<file path="config.mk">
export PLATFORM = sky130hd
export DESIGN_NAME = score_keeper
export DESIGN_NICKNAME = d
export VERILOG_FILES = /design/src/rtl/score_keeper.sv
export SDC_FILE = /design/constraint.sdc
export NUM_CORES = 1
export LEC_CHECK = 0
export BUFFER_PORTS_ARGS = -buffer_cell sky130_fd_sc_hd__buf_4
export CORE_MARGIN = 5
export CORE_UTILIZATION = 37
export DETAILED_ROUTE_END_ITERATION = 6
export HOLD_SLACK_MARGIN = 0.03
export PLACE_DENSITY_LB_ADDON = 0.3
export SLEW_MARGIN = 20
export SYNTH_ARGS = -nofsm -noshare
export SYNTH_HDL_FRONTEND = slang
export SYNTH_SLANG_ARGS = --single-unit
</file>
<file path="constraint.sdc">
create_clock -name clk_i -period 3.9 [get_ports clk_i]
set_input_delay 0 -clock clk_i [delete_from_list [all_inputs] [get_ports clk_i]]
set_output_delay 0 -clock clk_i [all_outputs]
set_load 0.03 [all_outputs]
</file>
<file path="src/rtl/score_keeper.sv">
// score_keeper -- match-state controller for a two-player ball game.
//
// Counts goal events from the playfield logic, runs a frame-counted pause
// with a ball re-serve after every point, and declares a winner when a
// player reaches WIN_SCORE.
//
// Parameters:
//   WIN_SCORE     points needed to win (1..63)
//   PAUSE_FRAMES  frame ticks in the post-point pause (1..255)
//
// Ports:
//   clk_i             pixel clock
//   rst_ni            asynchronous active-low reset
//   frame_tick_i      one-cycle pulse per video frame
//   start_i           one-cycle pulse, starts a new match (any state)
//   goal_player_1_i   one-cycle pulse, player 1 scored
//   goal_player_2_i   one-cycle pulse, player 2 scored
//   score_player_1_o  player 1 score, binary
//   score_player_2_o  player 2 score, binary
//   play_enable_o     high while the ball may move (PLAY)
//   serve_o           one-cycle pulse, relaunch the ball
//   game_over_o       high in OVER
//   winner_o          00 none, 01 player 1, 10 player 2
module score_keeper #(
   parameter int WIN_SCORE    = 11,
   parameter int PAUSE_FRAMES = 60
) (
   input  logic       clk_i,
   input  logic       rst_ni,
   input  logic       frame_tick_i,
   input  logic       start_i,
   input  logic       goal_player_1_i,
   input  logic       goal_player_2_i,
   output logic [5:0] score_player_1_o,
   output logic [5:0] score_player_2_o,
   output logic       play_enable_o,
   output logic       serve_o,
   output logic       game_over_o,
   output logic [1:0] winner_o
);

   typedef enum logic [1:0] {
      IDLE  = 2'd0,
      PAUSE = 2'd1,
      PLAY  = 2'd2,
      OVER  = 2'd3
   } state_t;

   localparam logic [7:0] PAUSE_LAST = 8'(PAUSE_FRAMES - 1);
   localparam logic [5:0] WIN_VAL    = 6'(WIN_SCORE);

   state_t     state_reg, state_next;
   logic [7:0] pause_cnt_reg, pause_cnt_next;
   logic [5:0] score_1_reg, score_1_next;
   logic [5:0] score_2_reg, score_2_next;
   logic [1:0] winner_reg, winner_next;
   logic       serve_reg, serve_next;

   always_ff @(posedge clk_i or negedge rst_ni) begin
      if (!rst_ni) begin
         state_reg     <= IDLE;
         pause_cnt_reg <= 8'd0;
         score_1_reg   <= 6'd0;
         score_2_reg   <= 6'd0;
         winner_reg    <= 2'b00;
         serve_reg     <= 1'b0;
      end else begin
         state_reg     <= state_next;
         pause_cnt_reg <= pause_cnt_next;
         score_1_reg   <= score_1_next;
         score_2_reg   <= score_2_next;
         winner_reg    <= winner_next;
         serve_reg     <= serve_next;
      end
   end

   always_comb begin
      state_next     = state_reg;
      pause_cnt_next = pause_cnt_reg;
      score_1_next   = score_1_reg;
      score_2_next   = score_2_reg;
      winner_next    = winner_reg;
      serve_next     = 1'b0;

      if (start_i) begin
         // Restart wins over everything else sampled in the same cycle.
         state_next     = PAUSE;
         pause_cnt_next = 8'd0;
         score_1_next   = 6'd0;
         score_2_next   = 6'd0;
         winner_next    = 2'b00;
      end else begin
         case (state_reg)
            IDLE: begin
               score_1_next = 6'd0;
               score_2_next = 6'd0;
            end
            PAUSE: begin
               if (frame_tick_i) begin
                  if (pause_cnt_reg == PAUSE_LAST) begin
                     state_next     = PLAY;
                     serve_next     = 1'b1;
                     pause_cnt_next = 8'd0;
                  end else begin
                     pause_cnt_next = pause_cnt_reg + 8'd1;
                  end
               end
            end
            PLAY: begin
               // Every goal (including a tied double goal, which replays the
               // point) leaves PLAY; the counter is re-armed for the pause.
               if (goal_player_1_i || goal_player_2_i) begin
                  state_next     = PAUSE;
                  pause_cnt_next = 8'd0;
               end
               if (goal_player_1_i && !goal_player_2_i) begin
                  score_1_next = score_1_reg + 6'd1;
                  if (score_1_reg + 6'd1 == WIN_VAL) begin
                     state_next  = OVER;
                     winner_next = 2'b01;
                  end
               end else if (goal_player_2_i && !goal_player_1_i) begin
                  score_2_next = score_2_reg + 6'd1;
                  if (score_2_reg + 6'd1 == WIN_VAL) begin
                     state_next  = OVER;
                     winner_next = 2'b10;
                  end
               end
            end
            OVER: begin
               // Frozen until start_i.
            end
            default: state_next = IDLE;
         endcase
      end
   end

   assign score_player_1_o = score_1_reg;
   assign score_player_2_o = score_2_reg;
   assign winner_o         = winner_reg;
   assign serve_o          = serve_reg;
   assign play_enable_o    = (state_reg == PLAY);
   assign game_over_o      = (state_reg == OVER);

endmodule
</file>
==> results.ini <==
[outcome]
status=finished, final reports clean

[floorplan]
floorplan.rows=23
die_h_um=73.3
die_w_um=73.3
core_area_um2=3940
start_util=0.375
die_area_um2=5370
pin_count=23

[finish]
multiInputGateArea_um2=800
post-route-util=0.440
regArea_um2=626
fillers=380
design_area_um2=1740
area_growth_pct=17.3
layoutNonFillerInstCount=234
nNetsFinal=196
antenna_cells=0
drive_gt1_frac=0.174
largest_reg_flops=8

[yosys]
synth_seq_cells=25
syn_area_um2=1480
synth_top_area_frac=0.423
ys.flop_type=dfrtp_1
synth_edf_count=0
post-synth-top-count-cell=dfrtp_1
synth_nets=172
synth_area_leaders=dfrtp_1 42%, nand2_1 5.6%, nor2_1 4.8%
synth.avg_cell_area_um2=9.19
async_flop_share=1.00
ys_seq_area_frac=0.423
synthTopCellsByCount=25 x dfrtp_1, 22 x nand2_1, 19 x nor2_1, 13 x o21ai_1, 7 x xnor2_1
yosys.area.top_type=dfrtp_1
yosys_warnings=0
syn-instance-count=161
synth.distinct_cells=45

[timing]
tightestPinTransition_ps=440
min_period_ps=1840
min_period_over_period=0.473
rsz0062_at_grt=false
setup_ws_ps=2060
slew_headroom=0.704
worst_hold_slack_ps=130
finalHoldViolations=0
fmax_mhz=543
setup_viol=0
fin_tns_setup_ps=0
fin_skew_ps=1.48
drv_slew=0

[worst_hold_path]
min_to=state_reg[1]$_DFFE_PN0P_
hp-class=input pin to flip-flop
holdPathStages=3
hp-start=frame_tick_i

[clock_network]
clk_pin_slew_ps=80
cts_buffers=3
clockBufferDepth=2
post_cts_buffers=0
cts_tree=built
cts.sinks=25
cts_root_buf=clkbuf_8
cts.htree.levels=1
clkLatencyLatePin_ps=270

[grt]
grt_first_pass_wirelength_mm=5.30
grt_pass1_vias=1123
grt_max_degree=26
grt_usage=0.125
grt_overflow=0
antenna_found_initial=0

[route]
vias_per_cell=5.32
first_pass_iters=4
wirelength_mm=3.04
drt_iter0_drc=67
detail-route-antenna-nets=0
num_vias=1245
wl_per_cell_um=13.0
drc=0

[place]
dp_hpwl_mm=2.26
place_area_um2=1670
gp_congestion=0.806
dp_slack_ps=2080
post-place-cells=228
port_buffers=22

[setup_path]
reg2reg_from=score_player_2_o[0]$_DFFE_PN0P_
worstPathRequired_ps=4100
crit_path_cell_trace=ha_1 -> nor4b_1 -> nor3_1 -> or4_1 -> a21oi_1
arrival_ps=2040
cp_slowest_cell=or4_1
worst_setup_path_start_kind=flip-flop
crit_fanout=7
r2r_cells=5
timing.rr.end=winner_o[1]$_DFFE_PN0P_
crit_type=flip-flop to flip-flop
cp_slowest_stage_delay_ps=470
rrSetupSlack_ps=2060
cp-end-kind=flip-flop

[run]
drv_cap=0

[pwr]
pwr_density_cell_nw_per_um2=261
power.leakage_nw=0.792
vdd_ir_drop_max_mv=0.227
power_uw=453

## critical path: cells and delay by family, from the launching register on
kind / cells / cell delay, ps
compound gates: 1 / 130
fa+ha+maj: 1 / 280
flops: 1 / 460
simple gates: 3 / 900
## where the power goes
part | switching, mW | internal [mW]
logic | 0.0220 | 0.0126
clock network | 0.0799 | 0.0731
registers | 0.00318 | 0.263
## layout make-up
type / instances / share of cell area
Timing Repair Buffer: 24 / 0.107
Inverter: 5 / 0.0108
Tap cell: 50 / 0.0360
Multi-Input combinational cell: 126 / 0.460
Clock buffer: 4 / 0.0259
Sequential cell: 25 / 0.360
## per-layer routing
metal,vias up,track usage,share of wire
li1,618,-,-
met1,600,0.172,0.49
met2,23,0.194,0.46
met3,4,0.0369,0.044
met4,0,0.0307,0.0082
met5,-,0,0
## cell families after synthesis
logic type | synth area share
AO/OA/AOI/OAI | 0.155
XOR/XNOR | 0.0592
adder cells (fa/ha/maj) | 0.0423
buffers and inverters | 0.0372
flip-flops | 0.423
multiplexers | 0.00761
AND/OR/NAND/NOR | 0.276
## worst max-delay path by stage
| stage | startpoint | end | slack [ps] |
|---|---|---|---|
| 2_1_floorplan | score_player_2_o[0]$_DFFE_PN0P_ | winner_o[1]$_DFFE_PN0P_ | 2000 |
| 4_1_cts | score_player_2_o[0]$_DFFE_PN0P_ | winner_o[1]$_DFFE_PN0P_ | 2060 |
| 3_5_place_dp | score_player_2_o[0]$_DFFE_PN0P_ | winner_o[1]$_DFFE_PN0P_ | 2080 |
| 3_3_place_gp | score_player_2_o[0]$_DFFE_PN0P_ | winner_o[1]$_DFFE_PN0P_ | 2110 |
| 6_report | score_player_2_o[0]$_DFFE_PN0P_ | winner_o[1]$_DFFE_PN0P_ | 2060 |
| 5_1_grt | score_player_2_o[0]$_DFFE_PN0P_ | winner_o[1]$_DFFE_PN0P_ | 1790 |
## timing repair
| action | CTS | global route |
|---|---|---|
| hold buffers | 2 | 0 |
| gates resized for setup | 0 | 0 |
| endpoints found under the hold margin | 31 | 0 |
## layout by cell type (no fill, tap or decap), types with 2 or more instances in the layout
cell / count
buf_4: 22
nand2_1: 22
nand3_1: 2
nor3_1: 6
nand4_1: 3
dlygate4sd3_1: 2
ha_1: 5
dfrtp_1: 25
o41ai_1: 2
a21oi_1: 5
and3_1: 4
nor2b_1: 3
o21ai_0: 2
xnor2_1: 7
o221ai_1: 2
and2_1: 2
nor2_1: 19
o21ai_1: 13
xor2_1: 3
or3_1: 2
nand2b_1: 3
inv_1: 3
o211a_1: 2
clkbuf_8: 3
(Power assumes the default switching activity.)
